## config.mk

```make
export PLATFORM = sky130hd
export DESIGN_NAME = wish_unpack_flex
export DESIGN_NICKNAME = d
export VERILOG_FILES = /design/src/rtl/wish_pkg.sv /design/src/rtl/wish_unpack_slot.sv /design/src/rtl/wish_unpack_flex.sv
export SDC_FILE = /design/constraint.sdc
export NUM_CORES = 1
export LEC_CHECK = 0
export ABC_AREA = 1
export BUFFER_PORTS_ARGS = -buffer_cell sky130_fd_sc_hd__buf_2
export CORE_MARGIN = 2
export CORE_UTILIZATION = 59
export CTS_BUF_LIST = sky130_fd_sc_hd__clkbuf_8
export DETAILED_ROUTE_END_ITERATION = 6
export PLACE_DENSITY_LB_ADDON = 0.1
export SLEW_MARGIN = 40
export SYNTH_ARGS = -nofsm -noshare
export SYNTH_HDL_FRONTEND = slang
export SYNTH_SLANG_ARGS = --single-unit
```

## constraint.sdc

```tcl
create_clock -name clk_i -period 3.6 [get_ports clk_i]
set_input_delay 0.72 -clock clk_i [delete_from_list [all_inputs] [get_ports clk_i]]
set_output_delay 0.72 -clock clk_i [all_outputs]
set_load 0.01 [all_outputs]
```

## src/rtl/wish_pkg.sv

```systemverilog
// Shared definitions for the wishbone pack/unpack blocks.
//   TGC_FIRST / TGC_LAST : bit positions inside the 2-bit cycle tag
//   tgc_t                : 2-bit cycle tag type
//   clamp_cnt()          : maps a raw word count onto 1..num_pack (0 or overflow -> num_pack)
package wish_pkg;

  localparam int unsigned TGC_W     = 2;
  localparam int unsigned TGC_FIRST = 0;
  localparam int unsigned TGC_LAST  = 1;

  typedef logic [TGC_W-1:0] tgc_t;

  // A zero or oversized count means "full beat".
  function automatic int unsigned clamp_cnt(input int unsigned cnt,
                                            input int unsigned num_pack);
    if ((cnt == 0) || (cnt > num_pack)) begin
      return num_pack;
    end
    return cnt;
  endfunction

endpackage

```

## src/rtl/wish_unpack_slot.sv

```systemverilog
// One beat storage slot for the unpacker.
//   clk_i, rst_i   : clock, asynchronous active-high reset
//   load_i         : capture dat_i/len_i/tgc_i and mark the slot valid (wins over clear)
//   clear_i        : mark the slot empty
//   dat_o/len_o/tgc_o/valid_o : stored beat and occupancy flag
module wish_unpack_slot
  import wish_pkg::*;
#(
  parameter int unsigned DW = 32,
  parameter int unsigned CW = 3
) (
  input  logic          clk_i,
  input  logic          rst_i,
  input  logic          load_i,
  input  logic          clear_i,
  input  logic [DW-1:0] dat_i,
  input  logic [CW-1:0] len_i,
  input  tgc_t          tgc_i,
  output logic [DW-1:0] dat_o,
  output logic [CW-1:0] len_o,
  output tgc_t          tgc_o,
  output logic          valid_o
);

  logic [DW-1:0] dat_q, dat_d;
  logic [CW-1:0] len_q, len_d;
  tgc_t          tgc_q, tgc_d;
  logic          valid_q, valid_d;

  // Next-state: load has priority so a release+refill in one cycle keeps the slot full.
  always_comb begin
    dat_d   = dat_q;
    len_d   = len_q;
    tgc_d   = tgc_q;
    valid_d = valid_q;
    if (load_i) begin
      dat_d   = dat_i;
      len_d   = len_i;
      tgc_d   = tgc_i;
      valid_d = 1'b1;
    end else if (clear_i) begin
      valid_d = 1'b0;
    end
  end

  always_ff @(posedge clk_i or posedge rst_i) begin
    if (rst_i) begin
      dat_q   <= '0;
      len_q   <= '0;
      tgc_q   <= '0;
      valid_q <= 1'b0;
    end else begin
      dat_q   <= dat_d;
      len_q   <= len_d;
      tgc_q   <= tgc_d;
      valid_q <= valid_d;
    end
  end

  assign dat_o   = dat_q;
  assign len_o   = len_q;
  assign tgc_o   = tgc_q;
  assign valid_o = valid_q;

endmodule

```

## src/rtl/wish_unpack_flex.sv

```systemverilog
// Wishbone-style width down-converter: one source beat of up to NUM_PACK words
// is emitted one word per destination transfer.
//   clk_i, rst_i                : clock, asynchronous active-high reset
//   s_stb_i, s_cyc_i, s_ack_o, s_stall_o, s_dat_i, s_cnt_i, s_tgc_i : wide source
//   d_stb_o, d_cyc_o, d_ack_i, d_dat_o, d_tgc_o                      : narrow destination
// Build option: WISH_UNPACK_FLEX_REG_ACK_EN defined -> head+tail slots and s_ack_o
// driven from registers only; undefined -> single slot, s_ack_o depends on d_ack_i.
module wish_unpack_flex
  import wish_pkg::*;
#(
  parameter int unsigned   DATA_WIDTH    = 8,
  parameter int unsigned   NUM_PACK      = 4,
  parameter bit            LITTLE_ENDIAN = 1'b1,
  localparam int unsigned  CW            = $clog2(NUM_PACK + 1)
) (
  input  logic                             clk_i,
  input  logic                             rst_i,
  input  logic                             s_stb_i,
  input  logic                             s_cyc_i,
  output logic                             s_ack_o,
  output logic                             s_stall_o,
  input  logic [DATA_WIDTH*NUM_PACK-1:0]   s_dat_i,
  input  logic [CW-1:0]                    s_cnt_i,
  input  logic [1:0]                       s_tgc_i,
  output logic                             d_stb_o,
  output logic                             d_cyc_o,
  input  logic                             d_ack_i,
  output logic [DATA_WIDTH-1:0]            d_dat_o,
  output logic [1:0]                       d_tgc_o
);

  localparam int unsigned SW = DATA_WIDTH * NUM_PACK;

  logic [SW-1:0]   head_dat, head_dat_in;
  logic [CW-1:0]   head_len, head_len_in;
  tgc_t            head_tgc, head_tgc_in;
  logic            head_valid;
  logic            head_load_c, head_clear_c;

  logic [CW-1:0]   cnt_q, cnt_d;
  logic [CW-1:0]   s_len_c;
  logic            last_c, d_xfer_c, rel_c, s_xfer_c;
  logic [DATA_WIDTH-1:0] word_c;

  assign s_len_c  = CW'(clamp_cnt(32'(s_cnt_i), NUM_PACK));
  assign last_c   = head_valid && (cnt_q == (head_len - CW'(1)));
  assign d_xfer_c = head_valid && d_ack_i;
  assign rel_c    = d_xfer_c && last_c;
  assign s_xfer_c = s_stb_i && s_cyc_i && s_ack_o;

`ifdef WISH_UNPACK_FLEX_REG_ACK_EN
  logic [SW-1:0]   tail_dat;
  logic [CW-1:0]   tail_len;
  tgc_t            tail_tgc;
  logic            tail_valid;
  logic            tail_load_c, tail_clear_c, head_from_tail_c;

  // Acknowledge depends only on tail occupancy (a register).
  assign s_ack_o = !rst_i && !tail_valid;

  // Routing: a released head is refilled from the tail first, else straight from the source.
  always_comb begin
    head_from_tail_c = rel_c && tail_valid;
    head_load_c      = head_from_tail_c || (s_xfer_c && (!head_valid || rel_c));
    head_clear_c     = rel_c && !head_load_c;
    tail_load_c      = s_xfer_c && head_valid && (!rel_c || tail_valid);
    tail_clear_c     = head_from_tail_c && !tail_load_c;
    head_dat_in      = head_from_tail_c ? tail_dat : s_dat_i;
    head_len_in      = head_from_tail_c ? tail_len : s_len_c;
    head_tgc_in      = head_from_tail_c ? tail_tgc : tgc_t'(s_tgc_i);
  end

  wish_unpack_slot #(.DW(SW), .CW(CW)) u_tail (
    .clk_i   (clk_i),
    .rst_i   (rst_i),
    .load_i  (tail_load_c),
    .clear_i (tail_clear_c),
    .dat_i   (s_dat_i),
    .len_i   (s_len_c),
    .tgc_i   (tgc_t'(s_tgc_i)),
    .dat_o   (tail_dat),
    .len_o   (tail_len),
    .tgc_o   (tail_tgc),
    .valid_o (tail_valid)
  );
`else
  // Single slot: a new beat may enter only while the head is empty or leaving this cycle.
  assign s_ack_o = !rst_i && (!head_valid || rel_c);

  always_comb begin
    head_load_c  = s_xfer_c;
    head_clear_c = rel_c && !s_xfer_c;
    head_dat_in  = s_dat_i;
    head_len_in  = s_len_c;
    head_tgc_in  = tgc_t'(s_tgc_i);
  end
`endif

  wish_unpack_slot #(.DW(SW), .CW(CW)) u_head (
    .clk_i   (clk_i),
    .rst_i   (rst_i),
    .load_i  (head_load_c),
    .clear_i (head_clear_c),
    .dat_i   (head_dat_in),
    .len_i   (head_len_in),
    .tgc_i   (head_tgc_in),
    .dat_o   (head_dat),
    .len_o   (head_len),
    .tgc_o   (head_tgc),
    .valid_o (head_valid)
  );

  // Word index: restarts on every fresh head beat, advances on non-final transfers.
  always_comb begin
    cnt_d = cnt_q;
    if (head_load_c || rel_c) begin
      cnt_d = '0;
    end else if (d_xfer_c) begin
      cnt_d = cnt_q + CW'(1);
    end
  end

  always_ff @(posedge clk_i or posedge rst_i) begin
    if (rst_i) begin
      cnt_q <= '0;
    end else begin
      cnt_q <= cnt_d;
    end
  end

  // Word select; big-endian beats count down from the most significant word.
  always_comb begin
    word_c = '0;
    for (int unsigned k = 0; k < NUM_PACK; k++) begin
      if (cnt_q == CW'(k)) begin
        if (LITTLE_ENDIAN) begin
          word_c = head_dat[k*DATA_WIDTH +: DATA_WIDTH];
        end else begin
          word_c = head_dat[(NUM_PACK-1-k)*DATA_WIDTH +: DATA_WIDTH];
        end
      end
    end
  end

  assign s_stall_o          = !rst_i && !s_ack_o;
  assign d_stb_o            = head_valid;
  assign d_cyc_o            = head_valid;
  assign d_dat_o            = word_c;
  assign d_tgc_o[TGC_FIRST] = head_valid && head_tgc[TGC_FIRST] && (cnt_q == '0);
  assign d_tgc_o[TGC_LAST]  = head_tgc[TGC_LAST] && last_c;

endmodule

```

# ---- After elaboration in Yosys (flattened, before gate mapping)
# Index checks and enable logic that the tools add are counted.
dict set report classes {
  addsub 2
  order_cmp 1
  n_eq_ne 4
  muxes 11
  reduce_logical 22
}
# cell count
set ops {}
lappend ops {{$mux W8} 4}
lappend ops {{$mux W3} 4}
lappend ops {{$logic_and A1 B1 Y1} 11}
lappend ops {{$eq A3 B2 Y1 const B} 2}
lappend ops {{$logic_not A3 Y1} 2}
lappend ops {{$logic_not A1 Y1} 4}
lappend ops {{$reduce_bool A2 Y1} 2}
lappend ops {{$add A3 B1 Y3 const B} 1}
lappend ops {{$eq A3 B1 Y1 const B} 1}
lappend ops {{$eq A3 B3 Y1} 1}
lappend ops {{$gt A3 B3 Y1 const B} 1}
lappend ops {{$logic_or A1 B1 Y1} 3}
lappend ops {{$mux W1} 3}
lappend ops {{$sub A3 B1 Y3 const B} 1}
dict set report totals {
  reg_bits 41
  inputBits 42
  out_inout_bits 14
  word_cells 45
}

# ---- Longest topological paths before layout
dict set report depth {
  word_depth 11
  ltp_mapped 12
  depth_no_buf 11
}

# ---- Cells and area by module
# A second synthesis with hierarchy kept.
dict set report unflattened {
  hier_cells 285
  hier_area_um2 2157.1
}
# mod n_inst cells_per_inst area_each_um2 seq_area_each_um2
set modules_own_cells {}
lappend modules_own_cells {wish_unpack_slot 1 162 1477.7 950.9}
lappend modules_own_cells {wish_unpack_flex 1 123 679.4 75.1}

# ---- Least setup slack after synthesis
# No wires, ideal clock.
dict set report synth_path {
  kind {input-to-reg}
  start {input port rst_i}
  end {register u_head.dat_q[0], in the netlist u_head.dat_o[0]}
  setup_time_ps 118
  arrival_ps 2177
  required_time_ps 3482
  slack_ps 1305
  path_stages 5
  n_path_buf 1
  cell_sequence {inv_1 -> nand3_4 -> clkbuf_8 -> nand2_1 -> nand2_1}
}
dict set report synth_between {
  elab_chain_cells 3
}
# element line
set synth_rtl {}
lappend synth_rtl {{from (decl)} wish_unpack_flex.sv:17} ;# input logic rst_i,
lappend synth_rtl {{$logic_not A1 Y1} wish_unpack_flex.sv:88} ;# assign s_ack_o = !rst_i && (!head_valid || rel_c);
lappend synth_rtl {{$logic_and A1 B1 Y1} wish_unpack_flex.sv:88}
lappend synth_rtl {{$logic_and A1 B1 Y1} wish_unpack_flex.sv:49} ;# assign s_xfer_c = s_stb_i && s_cyc_i && s_ack_o;
lappend synth_rtl {{to (signal assigned)} wish_unpack_slot.sv:53} ;# dat_q <= dat_d;
lappend synth_rtl {{to (decl)} wish_unpack_slot.sv:25} ;# logic [DW-1:0] dat_q, dat_d;
# No other way between the ends.
# A chain may end at the register's enable or synchronous reset.

# ---- Worst setup path in the final report
dict set report layout_path {
  start {register cnt_q[0]}
  end {output port d_dat_o[5]}
}
dict set report layout_between {
  elab_chain_cells 5
  elab_cells_between_ends 8
  cone_classes {eq/ne: 3; mux: 4; reduce/logical: 1}
}
# element line
set layout_rtl {}
lappend layout_rtl {{from (decl)} wish_unpack_flex.sv:40} ;# logic [CW-1:0] cnt_q, cnt_d;
lappend layout_rtl {{from (signal assigned)} wish_unpack_flex.sv:127} ;# cnt_q <= cnt_d;
lappend layout_rtl {{$logic_not A3 Y1} wish_unpack_flex.sv:135} ;# if (cnt_q == CW'(k)) begin
lappend layout_rtl {{$mux W8 (3 in a row)} wish_unpack_flex.sv:135}
lappend layout_rtl {{$mux W8 (*)} wish_unpack_flex.sv:135}
lappend layout_rtl {{to (decl)} wish_unpack_flex.sv:28} ;# output logic [DATA_WIDTH-1:0] d_dat_o,
# Every way passes the cells marked *; elsewhere a longest branch is shown, timed or not.

==> run_results.csv <==
group,metric,value,unit
routing,vias_per_cell,5.29,
setup_path,path_class,"flop to primary output",
synthesis,synth_most_common_cell,"nand2_1",
synthesis,ys_seq_elements,41,
grt,grt_remaining_overflow,0,
cts,path_clk_slew,0.07,ns
final_layout,fillCellCount,273,
setup_path,cp-startpoint,"cnt_q[0]$_DFFE_PP0P_",
routing,vias,1977,
setup_path,worstRegToRegCells,11,
routing,totalWireLength,5120,um
grt,antenna_found_initial,0,
synthesis,synth-main-ff-cell,"dfrtp_1",
setup_path,crit_path_end,"d_dat_o[5]",
cts,cts-root-buf,"clkbuf_8",
sta,rsz0062_at_grt,"false",
placed_design,detailed_place_hpwl,3500,um
sta,slew_headroom,66.7,%
flow_run,drv_cap,0,
placed_design,gp_congestion,0.808,
grt,grt_max_degree,45,
floorplan,num_rows,21,
synthesis,yosysTopAreaCell,"dfrtp_1",
routing,first_pass_iters,4,
cts,cts_made_buffers,5,
setup_path,crit_path_end_kind,"primary output",
synthesis,synth_edf_count,0,
routing,ant_nets,0,
synthesis,ys_warn_count,0,
setup_path,crit_path_start_kind,"flop",
setup_path,required,2.88,ns
setup_path,cp_max_fo,8,
grt,track_usage,27.4,%
synthesis,synthTopCellsByArea,"dfrtp_1 48%, nand2_1 21%, nand3_1 10%",
cts,clk_latency,0.31,ns
pwr,power_density,843,nW/um^2
synthesis,syn-cell-area,2160,sq um
cts,post-cts-setup-buffers,0,
final_layout,final_nets,376,
routing,drc,0,
setup_path,rrSetupSlack,1.37,ns
final_layout,drive_gt1_share,22.6,%
setup_path,critical_path_arrival,2.13,ns
sta,fin_hold_ws,0.479,ns
routing,wl_per_cell,13.7,um
floorplan,die_h,64.5,um
cts,hold_buffers,0,
setup_path,rr_startpoint,"u_head.len_o[0]$_DFFE_PP0P_",
sta,final.setup_skew,0.00737,ns
synthesis,syn_inst,275,
synthesis,synth_top_area_share,47.6,%
sta,post-route-min-period,2.85,ns
cts,cts_sinks,41,
setup_path,r2r-end,"cnt_q[2]$_DFFE_PP0P_",
synthesis,seq_area_frac_synth,47.6,%
pwr,irDropWorstVdd,0.452,mV
cts,cts_tree,"yes",
sta,fmax,351,MHz
synthesis,syn_nets,324,
final_layout,instances_no_fill,374,
floorplan,dieArea,4160,sq um
min_path,hold_path_class,"flop to flop",
floorplan,die_x,64.5,um
grt,grt_first_pass_wirelength,8680,um
pwr,p_leak,1.41,nW
sta,drv_slew,0,
sta,setup_violations,0,
sta,fin_crit_sh,79.2,%
synthesis,netlist_top_cells_count,"120 x nand2_1, 45 x nand3_1, 41 x dfrtp_1",
final_layout,n_antenna_cell,0,
sta,worst_slew_pin_slew,0.500,ns
sta,tns,0,ns
cts,ctsResizeCount,0,
outcome,outcome,"finished, final reports clean",
synthesis,synth_cell_types,23,
cts,htreeDepth,2,
final_layout,area_growth,16.9,%
floorplan,ios,56,
floorplan,initial_core_util,63.2,%
grt,grt_pass1_vias,1896,
synthesis,ys_async_sr_fraction,100,%
sta,final_hold_viol_count,0,
placed_design,portBuffers,55,
cts,clk_path_buf_depth,2,
routing,drtIter0Drc,133,
placed_design,dpl.cell_count,366,
floorplan,coreArea,3420,sq um
synthesis,synth_area_per_cell,7.84,sq um
[state kept, by name, summed over array words and instances (netlist names)]
signal          cells
cnt_q               3
u_head.dat_o       32
u_head.tgc_o        2
u_head.len_o        3
u_head.valid_o      1
[logic make-up after synthesis]
| kind of cell | synth area share [%] |
|---|---|
| flops | 47.6 |
| buf+inv | 7.48 |
| compound gates | 5.92 |
| simple gates | 34.6 |
| xor+xnor | 0.406 |
| fa+ha+maj | 4.06 |
[per-stage QoR]
stage	cell area (sq um)	power (mW)	setup slack, ns	util [%]
after CTS	2520	2.12	0.759	73.8
after global routing	2520	2.31	0.518	73.8
after detailed placement	2410	1.75	1.13	70.6
after global placement	2410	1.70	1.23	70.6
final	2520	2.13	0.747	73.8
after floorplan	2160	1.46	1.31	-
[cell usage in the layout (no fill, tap or decap)]
cell	instances
inv_2	2
buf_2	55
bufinv_16	1
o21ai_0	17
o311ai_0	1
xor2_1	1
ha_1	7
clkinv_1	1
clkinv_4	1
nand3_1	45
o21ai_2	2
nor2_1	6
nand3b_1	1
nor2_2	1
nand3_2	1
nand3_4	1
or2_2	1
dfrtp_1	41
nand2_1	120
inv_1	14
clkbuf_8	5
a21oi_4	1
buf_4	3
[worst min-delay path by stage]
stage	end	slack [ns]	from	cells after the start
6_report	u_head.dat_o[20]$_DFFE_PP0P_	0.48	u_head.dat_o[20]$_DFFE_PP0P_	2
5_1_grt	u_head.dat_o[20]$_DFFE_PP0P_	0.49	u_head.dat_o[20]$_DFFE_PP0P_	2
4_1_cts	u_head.dat_o[20]$_DFFE_PP0P_	0.48	u_head.dat_o[20]$_DFFE_PP0P_	2
3_5_place_dp	u_head.dat_o[20]$_DFFE_PP0P_	0.46	u_head.dat_o[20]$_DFFE_PP0P_	2
3_3_place_gp	u_head.dat_o[20]$_DFFE_PP0P_	0.46	u_head.dat_o[20]$_DFFE_PP0P_	2
2_1_floorplan	u_head.dat_o[16]$_DFFE_PP0P_	0.44	u_head.dat_o[16]$_DFFE_PP0P_	2
[worst max-delay path, cell delays in order (launching register included)]
cell     delay, ns
dfrtp_1       0.46
inv_2         0.10
ha_1          0.14
nand2_1       0.06
nor2_1        0.37
nand2_1       0.12
nand3_1       0.09
o21ai_0       0.11
o21ai_0       0.22
buf_2         0.17
[layer usage]
layer	part of all wire (%)	track usage, %	routed length (um)
met2	47	44.7	2420
met4	1.5	10.6	79
met1	45	36.5	2280
met5	0	0	0
met3	6.6	5.21	339
[cell type report]
class / count / area, sq um / area share, %
clock buffers: 5 / 68.8 / 2.73
clock inverters: 3 / 42.5 / 1.69
inverters: 16 / 60.1 / 2.38
multi-input cells: 205 / 970 / 38.4
flip-flops and latches: 41 / 1030 / 40.7
well taps: 46 / 57.6 / 2.28
repair buffers: 58 / 298 / 11.8
[where the power goes]
part | leakage, nW | switching [mW] | internal, mW
clock | 0.0595 | 0.164 | 0.205
sequential | 0.512 | 0.170 | 0.689
combinational | 0.844 | 0.553 | 0.344
(Power assumes the default switching activity.)
